<file path="src/rtl/regfile_2r1w_pkg.sv">
// Shared types and default sizing for the 2-read/1-write register file.
package regfile_pkg;

    localparam int DATA_W_DEF = 8;
    localparam int ADDR_W_DEF = 3;

    typedef enum logic {
        ST_IDLE  = 1'b0,
        ST_CLEAR = 1'b1
    } state_t;

endpackage

</file>
<file path="src/rtl/regfile_2r1w_if.sv">
// Register-file access bundle: one write port, two read ports, clear request/busy.
interface regfile_2r1w_if #(
    parameter int DATA_W = 8,
    parameter int ADDR_W = 3
) ();

    logic              wr_en;
    logic [ADDR_W-1:0] wr_addr;
    logic [DATA_W-1:0] wr_data;
    logic              rd0_en;
    logic [ADDR_W-1:0] rd0_addr;
    logic [DATA_W-1:0] rd0_data;
    logic              rd1_en;
    logic [ADDR_W-1:0] rd1_addr;
    logic [DATA_W-1:0] rd1_data;
    logic              clr_req;
    logic              busy;

    modport master (
        output wr_en, wr_addr, wr_data,
        output rd0_en, rd0_addr, rd1_en, rd1_addr,
        output clr_req,
        input  rd0_data, rd1_data, busy
    );

    modport slave (
        input  wr_en, wr_addr, wr_data,
        input  rd0_en, rd0_addr, rd1_en, rd1_addr,
        input  clr_req,
        output rd0_data, rd1_data, busy
    );

endinterface

</file>
<file path="src/rtl/regfile_clear_seq.sv">
// Clear sequencer: walks every entry writing zero after reset or on request, one per cycle.
module regfile_clear_seq
    import regfile_pkg::*;
#(
    parameter int ADDR_W = ADDR_W_DEF
) (
    input  logic              clock,
    input  logic              reset,
    input  logic              clr_req_i,
    output logic              busy_o,
    output logic              clr_we_o,
    output logic [ADDR_W-1:0] clr_addr_o
);

    state_t            state_q, state_d;
    logic [ADDR_W-1:0] clr_ptr_q, clr_ptr_d;

    always_ff @(posedge clock or negedge reset) begin
        if (!reset) begin
            state_q   <= ST_CLEAR;
            clr_ptr_q <= '0;
        end else begin
            state_q   <= state_d;
            clr_ptr_q <= clr_ptr_d;
        end
    end

    always_comb begin
        state_d   = state_q;
        clr_ptr_d = clr_ptr_q;
        case (state_q)
            ST_CLEAR: begin
                // Requests arriving mid-sweep are ignored; the sweep never restarts.
                clr_ptr_d = clr_ptr_q + 1'b1;
                if (clr_ptr_q == '1) begin
                    state_d = ST_IDLE;
                end
            end
            default: begin
                if (clr_req_i) begin
                    state_d   = ST_CLEAR;
                    clr_ptr_d = '0;
                end
            end
        endcase
    end

    assign busy_o     = (state_q == ST_CLEAR);
    assign clr_we_o   = (state_q == ST_CLEAR);
    assign clr_addr_o = clr_ptr_q;

endmodule

</file>
<file path="src/rtl/regfile_2r1w.sv">
// 2-read/1-write register file with write-to-read bypass and hardware clear.
// Build option REGFILE_ZERO_REG_EN hardwires entry 0 to zero.
module regfile_2r1w
    import regfile_pkg::*;
#(
    parameter int DATA_W = DATA_W_DEF,
    parameter int ADDR_W = ADDR_W_DEF
) (
    input logic           clock,
    input logic           reset,
    regfile_2r1w_if.slave bus
);

    localparam int DEPTH = 1 << ADDR_W;

`ifdef REGFILE_ZERO_REG_EN
    localparam bit ZERO_REG_EN = 1'b1;
`else
    localparam bit ZERO_REG_EN = 1'b0;
`endif

    logic              busy;
    logic              clr_we;
    logic [ADDR_W-1:0] clr_addr;
    logic              wr_ok;
    logic              mem_we;
    logic [ADDR_W-1:0] mem_waddr;
    logic [DATA_W-1:0] mem_wdata;

    // Storage has no reset: the clear sequencer zeroes it instead.
    logic [DATA_W-1:0] mem_q [DEPTH];

    regfile_clear_seq #(.ADDR_W(ADDR_W)) u_clear_seq (
        .clock      (clock),
        .reset      (reset),
        .clr_req_i  (bus.clr_req),
        .busy_o     (busy),
        .clr_we_o   (clr_we),
        .clr_addr_o (clr_addr)
    );

    assign wr_ok = bus.wr_en && !busy && !(ZERO_REG_EN && (bus.wr_addr == '0));

    always_comb begin
        mem_we    = wr_ok;
        mem_waddr = bus.wr_addr;
        mem_wdata = bus.wr_data;
        if (busy) begin
            mem_we    = clr_we;
            mem_waddr = clr_addr;
            mem_wdata = '0;
        end
    end

    always_ff @(posedge clock) begin
        if (mem_we) begin
            mem_q[mem_waddr] <= mem_wdata;
        end
    end

    genvar gi;
    generate
        for (gi = 0; gi < 2; gi++) begin : g_rd
            logic              en;
            logic [ADDR_W-1:0] addr;
            logic [DATA_W-1:0] rd_d, rd_q;

            assign en   = (gi == 0) ? bus.rd0_en   : bus.rd1_en;
            assign addr = (gi == 0) ? bus.rd0_addr : bus.rd1_addr;

            always_comb begin
                rd_d = rd_q;
                if (en) begin
                    if (busy || (ZERO_REG_EN && (addr == '0))) begin
                        rd_d = '0;
                    end else if (wr_ok && (addr == bus.wr_addr)) begin
                        rd_d = bus.wr_data;
                    end else begin
                        rd_d = mem_q[addr];
                    end
                end
            end

            always_ff @(posedge clock or negedge reset) begin
                if (!reset) begin
                    rd_q <= '0;
                end else begin
                    rd_q <= rd_d;
                end
            end
        end
    endgenerate

    assign bus.rd0_data = g_rd[0].rd_q;
    assign bus.rd1_data = g_rd[1].rd_q;
    assign bus.busy     = busy;

endmodule

</file>
<file path="src/flat_wrapper.sv">
// flat-port wrapper written by rule: the top's interface ports become plain ports
module regfile_2r1w_flat import regfile_pkg::*;
#(
    parameter int DATA_W = DATA_W_DEF,
    parameter int ADDR_W = ADDR_W_DEF
)
  (clock, reset, bus_wr_en, bus_wr_addr, bus_wr_data, bus_rd0_en, bus_rd0_addr, bus_rd1_en, bus_rd1_addr, bus_clr_req, bus_rd0_data, bus_rd1_data, bus_busy);
  regfile_2r1w_if #(.DATA_W(DATA_W), .ADDR_W(ADDR_W)) bus_i ();
  input logic clock;
  input logic reset;
  input wire logic [$bits(bus_i.wr_en)-1:0] bus_wr_en;
  input wire logic [$bits(bus_i.wr_addr)-1:0] bus_wr_addr;
  input wire logic [$bits(bus_i.wr_data)-1:0] bus_wr_data;
  input wire logic [$bits(bus_i.rd0_en)-1:0] bus_rd0_en;
  input wire logic [$bits(bus_i.rd0_addr)-1:0] bus_rd0_addr;
  input wire logic [$bits(bus_i.rd1_en)-1:0] bus_rd1_en;
  input wire logic [$bits(bus_i.rd1_addr)-1:0] bus_rd1_addr;
  input wire logic [$bits(bus_i.clr_req)-1:0] bus_clr_req;
  output wire logic [$bits(bus_i.rd0_data)-1:0] bus_rd0_data;
  output wire logic [$bits(bus_i.rd1_data)-1:0] bus_rd1_data;
  output wire logic [$bits(bus_i.busy)-1:0] bus_busy;
  assign bus_i.wr_en = bus_wr_en;
  assign bus_i.wr_addr = bus_wr_addr;
  assign bus_i.wr_data = bus_wr_data;
  assign bus_i.rd0_en = bus_rd0_en;
  assign bus_i.rd0_addr = bus_rd0_addr;
  assign bus_i.rd1_en = bus_rd1_en;
  assign bus_i.rd1_addr = bus_rd1_addr;
  assign bus_i.clr_req = bus_clr_req;
  assign bus_rd0_data = bus_i.rd0_data;
  assign bus_rd1_data = bus_i.rd1_data;
  assign bus_busy = bus_i.busy;
  regfile_2r1w #(.DATA_W(DATA_W), .ADDR_W(ADDR_W)) u_core (.clock(clock), .reset(reset), .bus(bus_i));
endmodule
</file>
<file path="config.mk">
export PLATFORM = sky130hd
export DESIGN_NAME = regfile_2r1w_flat
export DESIGN_NICKNAME = d
export VERILOG_FILES = /design/src/rtl/regfile_2r1w_pkg.sv /design/src/rtl/regfile_2r1w_if.sv /design/src/rtl/regfile_clear_seq.sv /design/src/rtl/regfile_2r1w.sv /design/src/flat_wrapper.sv
export SDC_FILE = /design/constraint.sdc
export NUM_CORES = 1
export LEC_CHECK = 0
export ABC_AREA = 0
export CAP_MARGIN = 20
export CORE_MARGIN = 2
export CORE_UTILIZATION = 50
export DETAILED_ROUTE_END_ITERATION = 8
export HOLD_SLACK_MARGIN = 0.1
export PLACE_DENSITY = 0.71
export REMOVE_ABC_BUFFERS = 1
export SETUP_SLACK_MARGIN = 0.2
export SLEW_MARGIN = 20
export SYNTH_ARGS = -nofsm -noshare
export SYNTH_HDL_FRONTEND = slang
export SYNTH_SLANG_ARGS = --single-unit
</file>
<file path="constraint.sdc">
create_clock -name clock -period 5.4 [get_ports clock]
set_clock_uncertainty 0.05 [all_clocks]
set_input_delay 0.54 -clock clock [delete_from_list [all_inputs] [get_ports clock]]
set_output_delay 0.54 -clock clock [all_outputs]
set_load 0.05 [all_outputs]
</file>
==> metrics.md <==
| Metric | Value |
|---|---|
| Status | complete, no violations |
| Clock Tree Buf Depth | 2 |
| Seq/Total Area, Yosys | 0.599 |
| RSZ-0062 raised after global routing | false |
| Adder-Cell Fraction of Synth Area | 0.00619 |
| Crit Path Category | in -> reg |
| Fin Setup TNS | 0 ns |
| Mux cell area share after synthesis | 0.218 |
| Crit share post-route | 0.503 |
| Layout cell share with drive strength beyond 1 | 0.185 |
| Chip Width | 93.9 um |
| WL met1 | roughly 3.8 mm |
| Met2 routed WL | ~4.4 mm |
| Nets | between 300 and 400 |
| Area grow syn2layout | 15.3% |
| Die height | roughly 94 um |
| DR top layer | met4 |
| Die ar. | ~0.0088 mm^2 |
| Placer Congestion | 0.783 |
| Clk Latency, worst-skew pair | 0.36 ns |
| Cell Rows | 32 |
| Starting Density | 0.521 |
| First-pass GRT wire length | 13.9 mm |
| Sink Count | 84 |
| IO Pins | 40 |
| Worst EP arrival | around 2.9 ns |
| Total grt overflow | 0 |
| Root Driver | clkbuf_8 |
| H-tree depth | 3 |
| Post-synthesis compound-gate area fraction | 0.0600 |
| Vias per inst | around 6.0 |
| Critical Path RT | 5.56 ns |
| Fin util | 0.601 |
| Crit Path Max Fanout | 17 |
| Max Fclk | between 300 and 400 MHz |
| Tmin final | between 2 and 3 ns |
| Slew margin rel. | 0.240 |
| Final hold vios | 0 |
| Avg WL per Cell | approximately 23 um |
| R2R Path Start | u_core.u_clear_seq.busy_o |
| Antenna violations before repair | 0 |
| Post-synthesis simple-gate area fraction | 0.0690 |
| Post-CTS sizing | 0 |
| Max_cap viols | 0 |
| Mapped Area | 0.00405 mm^2 |
| Area of the multi-input gates | 0.00148 mm^2 |
| Pwr/cell area | 466 mW/mm^2 |
| Synth Instances | between 200 and 250 |
| Tot Pwr | about 2.2 mW |
| Storage cell area | roughly 0.0024 mm^2 |
| Avg Cell Area, Syn | 16.5 um^2 |
| Max Slew Vio Count | 0 |
| Main combinational cell family by area after synthesis | multiplexers |
| Number of global-route vias before repair | 2440 |
| Metal3 WL | approximately 660 um |
| Crit. End Element | flip-flop |
| Layout fillers | approximately 590 |
| Worst-Margin Slew | 1.14 ns |
| Largest net degree at the start of global routing | 31 |
| Remaining DRCs | 0 |
| CP Launch Type | input port |
| Initial DRC count | 222 |
| # Post-CTS Setup Buffers | 0 |
| CTS tree | done |
| Post-detailed-routing wire length | between 9 and 10 mm |
| IO Port Bufs | 39 |
| Total Routing Usage GR | 0.225 |
| Synth cell types | 29 |
| XOR/XNOR share of the synthesized area | 0.0130 |
| Leakage | around 1.7 nW |
| Hold Crit Class | in -> async |
| DR pass1 iterations | 4 |
| Num CTS Buffers | 9 |
| Worst-path clk slew | approximately 0.090 ns |
| Cts hold-fix bufs | 0 |
| Final Setup Violations | 0 |
| Seq cells post-synth | 84 |
| Vias | ~2300 |
| Core Region | around 0.008 mm^2 |
| Post-DP HPWL | around 5.7 mm |
| Antenna viol nets, final | 0 |
| Diode count | 0 |
| Yosys warning count | 0 |
| Critical path startpoint | bus_rd0_addr[2] |
| Max VDD drop | between 0.0002 and 0.00025 V |
## layout make-up
class | count | area share
well taps | 102 | 0.0274
inverters | 11 | 0.00885
clock buffers | 11 | 0.0282
flip-flops and latches | 84 | 0.520
repair buffers | 42 | 0.0869
multi-input cells | 133 | 0.318
clock inverters | 5 | 0.0113
## through the flow
step / worst slack (ns) / std cells / hold WS [ns] / cell area (um^2)
after floorplan: 3.45 / 228 / 0.194 / 3950
after global placement: 2.23 / 371 / 0.430 / 4480
after detailed placement: 2.18 / 371 / 0.434 / 4480
after CTS: 2.56 / 387 / 0.460 / 4660
after global routing: 2.60 / 388 / 0.102 / 4660
final: 2.68 / 388 / 0.0939 / 4660
## state kept, by name (all words and copies together), names as in the netlist
register	count
u_core.mem_q	64
u_core.bus.rd0_data	8
u_core.bus.rd1_data	8
u_core.u_clear_seq.clr_addr_o	3
u_core.u_clear_seq.busy_o	1
## worst max-delay path: stages
cell and delay (ns):
clkdlybuf4s50_1 0.91, xor2_1 0.38, o41ai_2 0.60, clkbuf_2 0.30, o221ai_1 0.14
## kinds of logic (layout without fill, tap and decap cells)
kind of cell	count (synthesis)	in the layout
DFF	84	84
and+or+nand+nor	49	49
muxes	48	48
AOI/OAI and AO/OA	28	28
buffers and inverters	28	69
xor gates and xnor gates	6	6
adders and majority gates	2	2
## report_power, final
part / switching, mW / internal (mW) / total (mW) / leakage [nW]
Combinational: 0.415 / 0.266 / 0.681 / 0.732
Clock: 0.219 / 0.213 / 0.432 / 0.0951
Sequential: 0.110 / 0.951 / 1.06 / 0.869
## cell usage after synthesis (all sizes together)
library cell / count / area [um^2]
nand3b: 2 / 15.0
and3b: 1 / 8.76
dfstp: 1 / 26.3
inv: 11 / 41.3
dfrtp: 19 / 475
clkbuf: 5 / 18.8
xor2: 6 / 52.6
a22oi: 1 / 7.51
ha: 2 / 25.0
o21ai: 2 / 10.0
edfxtp: 64 / 1920
nand2b: 27 / 169
mux2i: 16 / 160
a2bb2oi: 1 / 8.76
nor2: 11 / 41.3
nor2b: 3 / 18.8
o31ai: 1 / 7.51
o221ai: 16 / 140
o41ai: 2 / 32.5
or4: 2 / 15.0
a32oi: 2 / 17.5
a21oi: 2 / 10.0
mux4: 32 / 721
nand2: 3 / 11.3
o31a: 1 / 8.76
buf: 12 / 81.3
## path summary, 6_finish.rpt
| path | slack, ns | end | depth (start not counted) |
|---|---|---|---|
| setup / recovery | 2.68 | u_core.bus.rd0_data[6] | 5 |
| hold / removal | 0.09 | u_core.bus.rd0_data[2] | 1 |
| setup reg to reg | 2.97 | u_core.mem_q[3][7] | 2 |
| hold reg to reg | 0.46 | u_core.bus.rd0_data[2] | 2 |
| max in group asynchronous | 4.84 | u_core.bus.rd1_data[3] | 1 |
| min in group clock | 0.46 | u_core.bus.rd0_data[2] | 2 |
## metal layers
metal  up-vias  track usage
li1       1046            -
met1      1192        0.318
met2        88        0.350
met3        12       0.0441
met4         0       0.0870
met5         -            0
## layout by cell type (no fill, tap or decap), types with 2 or more instances in the layout
| master | n |
|---|---|
| a21oi_1 | 2 |
| a32oi_1 | 2 |
| buf_4 | 2 |
| clkbuf_1 | 2 |
| clkbuf_8 | 9 |
| clkdlybuf4s50_1 | 38 |
| clkinv_2 | 2 |
| dfrtp_1 | 19 |
| edfxtp_1 | 64 |
| ha_1 | 2 |
| inv_1 | 11 |
| mux2i_1 | 16 |
| mux4_2 | 32 |
| nand2_1 | 3 |
| nand2b_1 | 27 |
| nand3b_1 | 2 |
| nor2_1 | 10 |
| nor2b_1 | 3 |
| o21ai_0 | 2 |
| o221ai_1 | 16 |
| o41ai_2 | 2 |
| or4_1 | 2 |
| xor2_1 | 6 |
Power figures use the tool's default switching activity.
